$ cat src/rtl/seq_divider.sv
// Restoring unsigned divider, one quotient bit per enabled clock; done pulses DW enabled edges after accept (1 edge for divide-by-zero).
// No backpressure: start is accepted in IDLE/DONE only, ignored while RUN; EN low freezes every register.
module seq_divider #(
    parameter int DW = 8,
    parameter int VW = 4
) (
    input  logic          CLK,
    input  logic          RST,
    input  logic          EN,
    input  logic          start,
    input  logic [DW-1:0] dividend,
    input  logic [VW-1:0] divisor,
    output logic          busy,
    output logic          done,
    output logic [DW-1:0] quotient,
    output logic [VW-1:0] remainder,
    output logic          div_zero
);

    localparam int CW = $clog2(DW + 1);
    localparam logic [1:0] S_IDLE = 2'd0;
    localparam logic [1:0] S_RUN  = 2'd1;
    localparam logic [1:0] S_DONE = 2'd2;
    localparam logic [CW-1:0] CNT_INIT = CW'(DW);
    localparam logic [CW-1:0] CNT_ONE  = CW'(1);

    logic [1:0]    state;
    logic [CW-1:0] count;
    logic [VW:0]   partial;
    logic [DW-1:0] dvd_sr;
    logic [VW-1:0] dvs_r;

    logic [VW:0]   shifted;
    logic [VW+1:0] diff;
    logic          fits;
    logic [VW:0]   next_partial;
    logic [DW-1:0] next_sr;

    // The partial remainder stays below the divisor, so the shifted value fits in VW+1 bits;
    // the extra top bit of diff is the borrow of the trial subtraction.
    always_comb begin
        shifted      = {partial[VW-1:0], dvd_sr[DW-1]};
        diff         = {1'b0, shifted} - {2'b00, dvs_r};
        fits         = ~diff[VW+1];
        next_partial = fits ? diff[VW:0] : shifted;
        next_sr      = {dvd_sr[DW-2:0], fits};
    end

    always_ff @(posedge CLK) begin
        if (RST) begin
            state     <= S_IDLE;
            count     <= '0;
            partial   <= '0;
            dvd_sr    <= '0;
            dvs_r     <= '0;
            busy      <= 1'b0;
            done      <= 1'b0;
            quotient  <= '0;
            remainder <= '0;
            div_zero  <= 1'b0;
        end else if (EN) begin
            case (state)
                S_RUN: begin
                    partial <= next_partial;
                    dvd_sr  <= next_sr;
                    count   <= count - CNT_ONE;
                    if (count == CNT_ONE) begin
                        quotient  <= next_sr;
                        remainder <= next_partial[VW-1:0];
                        busy      <= 1'b0;
                        done      <= 1'b1;
                        state     <= S_DONE;
                    end
                end
                default: begin
                    done <= 1'b0;
                    if (start) begin
                        if (divisor == '0) begin
                            quotient  <= '1;
                            remainder <= '0;
                            div_zero  <= 1'b1;
                            done      <= 1'b1;
                            busy      <= 1'b0;
                            state     <= S_DONE;
                        end else begin
                            dvd_sr   <= dividend;
                            dvs_r    <= divisor;
                            partial  <= '0;
                            count    <= CNT_INIT;
                            busy     <= 1'b1;
                            div_zero <= 1'b0;
                            state    <= S_RUN;
                        end
                    end else begin
                        state <= S_IDLE;
                    end
                end
            endcase
        end
    end

endmodule

$ cat config.mk
export PLATFORM = sky130hd
export DESIGN_NAME = seq_divider
export DESIGN_NICKNAME = d
export VERILOG_FILES = /design/src/rtl/seq_divider.sv
export SDC_FILE = /design/constraint.sdc
export NUM_CORES = 1
export LEC_CHECK = 0
export BUFFER_PORTS_ARGS = -buffer_cell sky130_fd_sc_hd__clkbuf_2
export CELL_PAD_IN_SITES_DETAIL_PLACEMENT = 0
export CELL_PAD_IN_SITES_GLOBAL_PLACEMENT = 1
export CORE_MARGIN = 2
export CORE_UTILIZATION = 37
export CTS_CLUSTER_SIZE = 14
export DETAILED_ROUTE_END_ITERATION = 12
export PLACE_DENSITY = 0.76
export SETUP_SLACK_MARGIN = 0.2
export SKIP_CTS_REPAIR_TIMING = 1
export SLEW_MARGIN = 10
export SYNTH_ARGS = -nofsm -noshare
export SYNTH_HDL_FRONTEND = slang
export SYNTH_SLANG_ARGS = --single-unit
$ cat constraint.sdc
create_clock -name CLK -period 1.81 [get_ports CLK]
set_input_delay 0.181 -clock CLK [delete_from_list [all_inputs] [get_ports CLK]]
set_output_delay 0.181 -clock CLK [all_outputs]
set_load 0.05 [all_outputs]
After elaboration in Yosys (flattened, before gate mapping)
Cells that the tools add are included.
{"block": "totals", "ff_bits": 37, "inputBits": 16, "word_cells": 58}
{"block": "classes", "addsub": 2, "eq_ne": 4, "n_mux": 30, "bitwise": 3, "n_reduce_logical": 9}
{"op": "2-to-1 mux 8 bit", "count": 7}
{"op": "2-to-1 mux 4 bit", "count": 11}
{"op": "AND reduction 3 bit", "count": 3}
{"op": "2-to-1 mux 1 bit", "count": 8}
{"op": "2-to-1 mux 2 bit", "count": 4}
{"op": "AND reduction 4 bit", "count": 2}
{"op": "subtractor 5 x 4 -> 6 bit", "count": 1}
{"op": "equality test 4 x 1 -> 1 bit, second input constant", "count": 1}
{"op": "logical NOT 4 bit", "count": 1}
{"op": "nonzero test 2 bit", "count": 2}
{"op": "subtractor 4 x 1 -> 4 bit, second input constant", "count": 1}
{"op": "NOT 1 bit", "count": 3}
{"op": "equality test 2 x 1 -> 1 bit, second input constant", "count": 1}
{"op": "!= test 2 x 1 -> 1 bit, second input constant", "count": 1}
{"op": "!= test 2 bit, second input constant", "count": 1}
{"op": "AND reduction 2 bit", "count": 1}

Logic depth before layout (Yosys ltp)
{"block": "logic_depth", "depth_word": 4, "depth_mapped": 7, "ltp_nobuf": 6}

Worst setup path before layout
OpenSTA, ideal clock, no wires.
{"block": "synth_timing", "path_kind": "register to register", "from": "register dvs_r[1]", "to": "register partial[0]", "setup_ps": 117, "arrival_time_ps": 1662, "required_ps": 1693, "slack_ps": 31, "path_stages_with_launch": 7, "synth_period_minus_slack_ps": 1779, "path_cell_list": "dfxtp_1 -> inv_1 -> ha_1 -> nor2b_1 -> o31ai_1 -> nand3_1 -> a32o_1"}
{"block": "synth_via", "elab_chain_cells": 3}
{"element": "start, declared", "line": "31", "source": "logic [VW-1:0] dvs_r;"}
{"element": "start signal, assigned", "line": "87", "source": "dvs_r <= divisor;"}
{"element": "subtractor 5 x 4 -> 6 bit", "line": "43", "source": "diff = {1'b0, shifted} - {2'b00, dvs_r};"}
{"element": "2-to-1 mux 4 bit", "line": "45", "source": "next_partial = fits ? diff[VW:0] : shifted;"}
{"element": "2-to-1 mux 4 bit", "line": "62", "source": "case (state)"}
{"element": "end signal, assigned", "line": "64", "source": "partial <= next_partial;"}
{"element": "end, declared", "line": "29", "source": "logic [VW:0] partial;"}
No other way between the ends.
A chain may end at the register's enable or synchronous reset.

Worst setup path in the final report
{"block": "layout_timing", "from": "register dvd_sr[7]", "to": "register partial[2]"}
{"block": "layout_via", "elab_chain_cells": 3}
{"element": "start, declared", "line": "30", "source": "logic [DW-1:0] dvd_sr;"}
{"element": "start signal, assigned", "line": "65", "source": "dvd_sr <= next_sr;"}
{"element": "start signal, assigned", "line": "86", "source": "dvd_sr <= dividend;"}
{"element": "subtractor 5 x 4 -> 6 bit", "line": "43"}
{"element": "2-to-1 mux 4 bit", "line": "45"}
{"element": "2-to-1 mux 4 bit", "line": "62"}
No other way between the ends.

==> results.txt <==
TritonCTS clock tree: yes
storage element area: 729 um2
Clock Path Buffers: 2
xor and xnor area share after synthesis: 0.513%
syn nets: 210
fin crit share: 88.9%
Root Buffer: clkbuf_8
Int Pwr: 1.28 mW
compound-cell area share of the yosys netlist: 25.8%
Mean Syn Cell Area: 9.13 um2
hpwl dp: 3110 um
DR vias: 1,529
H-tree levels: 2
most common cell after layout, fill and taps aside: clkbuf_2
placed cells: 277
initial detailed-routing violation count: 58
crit-path max FO: 3
Area Overhead vs Synth: 31.8%
RSZ-0062 raised after global routing: yes
simple-gate share of the synthesized area: 18.7%
Seq cells post-synth: 36
I/O Pins: 31
Setup Crit Path Kind: flop to flop
Post-Place Worst Slack: 0.0381 ns
worst min-delay path class: input pin to flop
VDD IR max: 0.000468 V
max incr delay on CP: 0.33 ns
required time worst endpoint: 2.04 ns
clk sinks: 36
cells after synthesis: 187
final setup fails: 0
fill cell count: 428
antenna diode count: 0
mean routed wirelength per cell: 14.7 um
number of vias per cell: 5.31
min Tclk post-route: 1.61 ns
WHS: 0.135 ns
Multi-input gate area: 1020 um2
area share of fa/ha/maj cells after synthesis: 5.57%
Mapped Area: 1710 um2
antenna violations before repair: 0
mux cell area share after synthesis: 2.34%
fmax: 0.621 GHz
core footprint: 4410 um2
setup TNS: 0 ns
Slew @ Worst Pin: 0.346 ns
Critical-path top delay cell: dfxtp_2
Crit. End Element: flop
Routed WL: 4240 um
largest net degree at the start of global routing: 17
count of cell types in the netlist: 42
final hold vios: 0
fin nets: 258
starting density of the core: 38.7%
Power, Total: 1.78 mW
Worst EP arrival: 1.84 ns
Row Count: 24
Setup Skew: 0.00412 ns
CTS clk-pin slew, worst paths: 0.07 ns
die height: 71.9 um
Leak Pwr: 0.935 nW
NetSw: 499 uW
Worst-Skew Late Latency: 0.29 ns
status: finished, final reports clean
RD Place Congestion: 0.752
Non-Filler Instances: 288
sequential share of power: 48.0%
startpoint types: flop
CTS Buf Count: 5
sum of buffers and inverters on the critical path: 1
Max Cap Viol: 0
vias in the first global route: 1,455
switching share of power: 28.1%
number of port buffers: 30
max_slew headroom: 76.9%
part of the power in the clock network: 33.6%
most frequent cells in the layout: clkbuf_2 (30), dfxtp_1 (29), nor2_1 (26)
Die ar.: 5180 um2
worst-path cell chain: inv_2 -> ha_4 -> fa_2 -> xor2_1 -> o32ai_2 -> a22o_1
post-route ant nets: 0
register area share after synthesis: 42.2%
Top delay family on crit path: compound AO/OA/AOI/OAI gates
power per cell area: 789 nW/um2
synth warn: 0
Final WS setup: 0.201 ns
share of cells above drive strength 1: 42.4%
Comb pwr share: 18.3%
largest family of logic cells by synthesized area: compound AO/OA/AOI/OAI gates
first-pass GRT wire length: 6890 um
DRC viols: 0
Slew Limit Fails: 0
chip width: 71.9 um
gr usage total: 17.1%
drt pass-1 iters: 4
total grt overflow: 0
-- worst reg2reg max path, delay by kind of cell (launching register included) --
family	cells	cell delay [ns]
compound gates	2	0.51
xor+xnor	1	0.15
fa+ha+maj	2	0.50
buf+inv	1	0.05
flops	1	0.33
-- kinds of logic (layout without fill, tap and decap cells) --
logic type	count (synthesis)	in the layout
multiplexers	4	4
adder cells (fa/ha/maj)	7	7
flip-flops	36	36
XOR/XNOR	1	1
AO/OA/AOI/OAI	53	53
buffers and inverters	19	68
AND/OR/NAND/NOR	67	67
-- metal layers --
metal	part of all wire, %	track usage (%)	wire (um)
met1	47	23.2	1990
met2	49	26.6	2080
met3	3.0	3.89	128
met4	0.94	6.29	40
met5	0	0	0
-- through the flow --
| step | instance area, um2 | util, % |
|---|---|---|
| finish | 2250 | 51.0 |
| global route | 2250 | 51.0 |
| CTS | 2100 | 47.7 |
| detailed placement | 2010 | 45.6 |
| global placement | 2010 | 45.6 |
| floorplan | 1720 | - |
-- sequential cells by signal, summed over array words and instances (netlist names) --
| name | count |
|---|---|
| done | 1 |
| count | 4 |
| remainder | 4 |
| div_zero | 1 |
| state | 1 |
| partial | 4 |
| dvd_sr | 8 |
| busy | 1 |
| dvs_r | 4 |
| quotient | 8 |
-- cell type report --
cell class / instances / area share [%]
tap: 52 / 2.89
timing repair buffer: 50 / 13.7
inverter: 10 / 1.67
sequential: 36 / 32.4
clock buffer: 6 / 3.67
clock inverter: 2 / 0.445
multi-input combinational: 132 / 45.2
-- synth_stat cells, drive strengths merged --
cell type  instances  area [um2]
a311oi             7        61.3
nand3b             1        7.51
nand2             19        71.3
clkbuf             6        22.5
or4                1        11.3
xor2               1        8.76
or3b               1        8.76
mux2i              4        40.0
ha                 6        75.1
o211a              1        10.0
dfxtp             36         721
or2                2        12.5
nor2b              2        12.5
o32ai              3        45.1
o31ai              1        7.51
a21boi             3        22.5
nor2              26        97.6
nor4               2        12.5
buf                3        23.8
o21ai              7        38.8
o21a               3        22.5
a22o               2        17.5
a21oi             12        63.8
nand2b             3        18.8
fa                 1        20.0
nand3              4        20.0
o221a              7        78.8
nor3b              3        22.5
or3                2        13.8
a32o               3        30.0
nor3               1        10.0
a31o               1        8.76
inv               10        37.5
a311o              1        10.0
o2111ai            2        23.8
-- power groups by stage --
stage	registers (mW)	clock network, mW	logic [mW]
after floorplan	0.879	0	0.167
after global placement	0.867	0	0.278
after detailed placement	0.868	0	0.279
after CTS	0.849	0.616	0.280
after global routing	0.859	0.640	0.358
final	0.853	0.597	0.326
-- final timing paths --
kind	from	slack, ns	end	cells after the start
worst max-delay path	dvd_sr[7]	0.20	partial[2]	6
worst min-delay path	dividend[5]	0.13	dvd_sr[5]	3
worst max register to register	dvd_sr[7]	0.20	partial[2]	6
worst min register to register	remainder[1]	0.47	remainder[1]	1
Note: power is estimated with default switching activity, not from simulation.
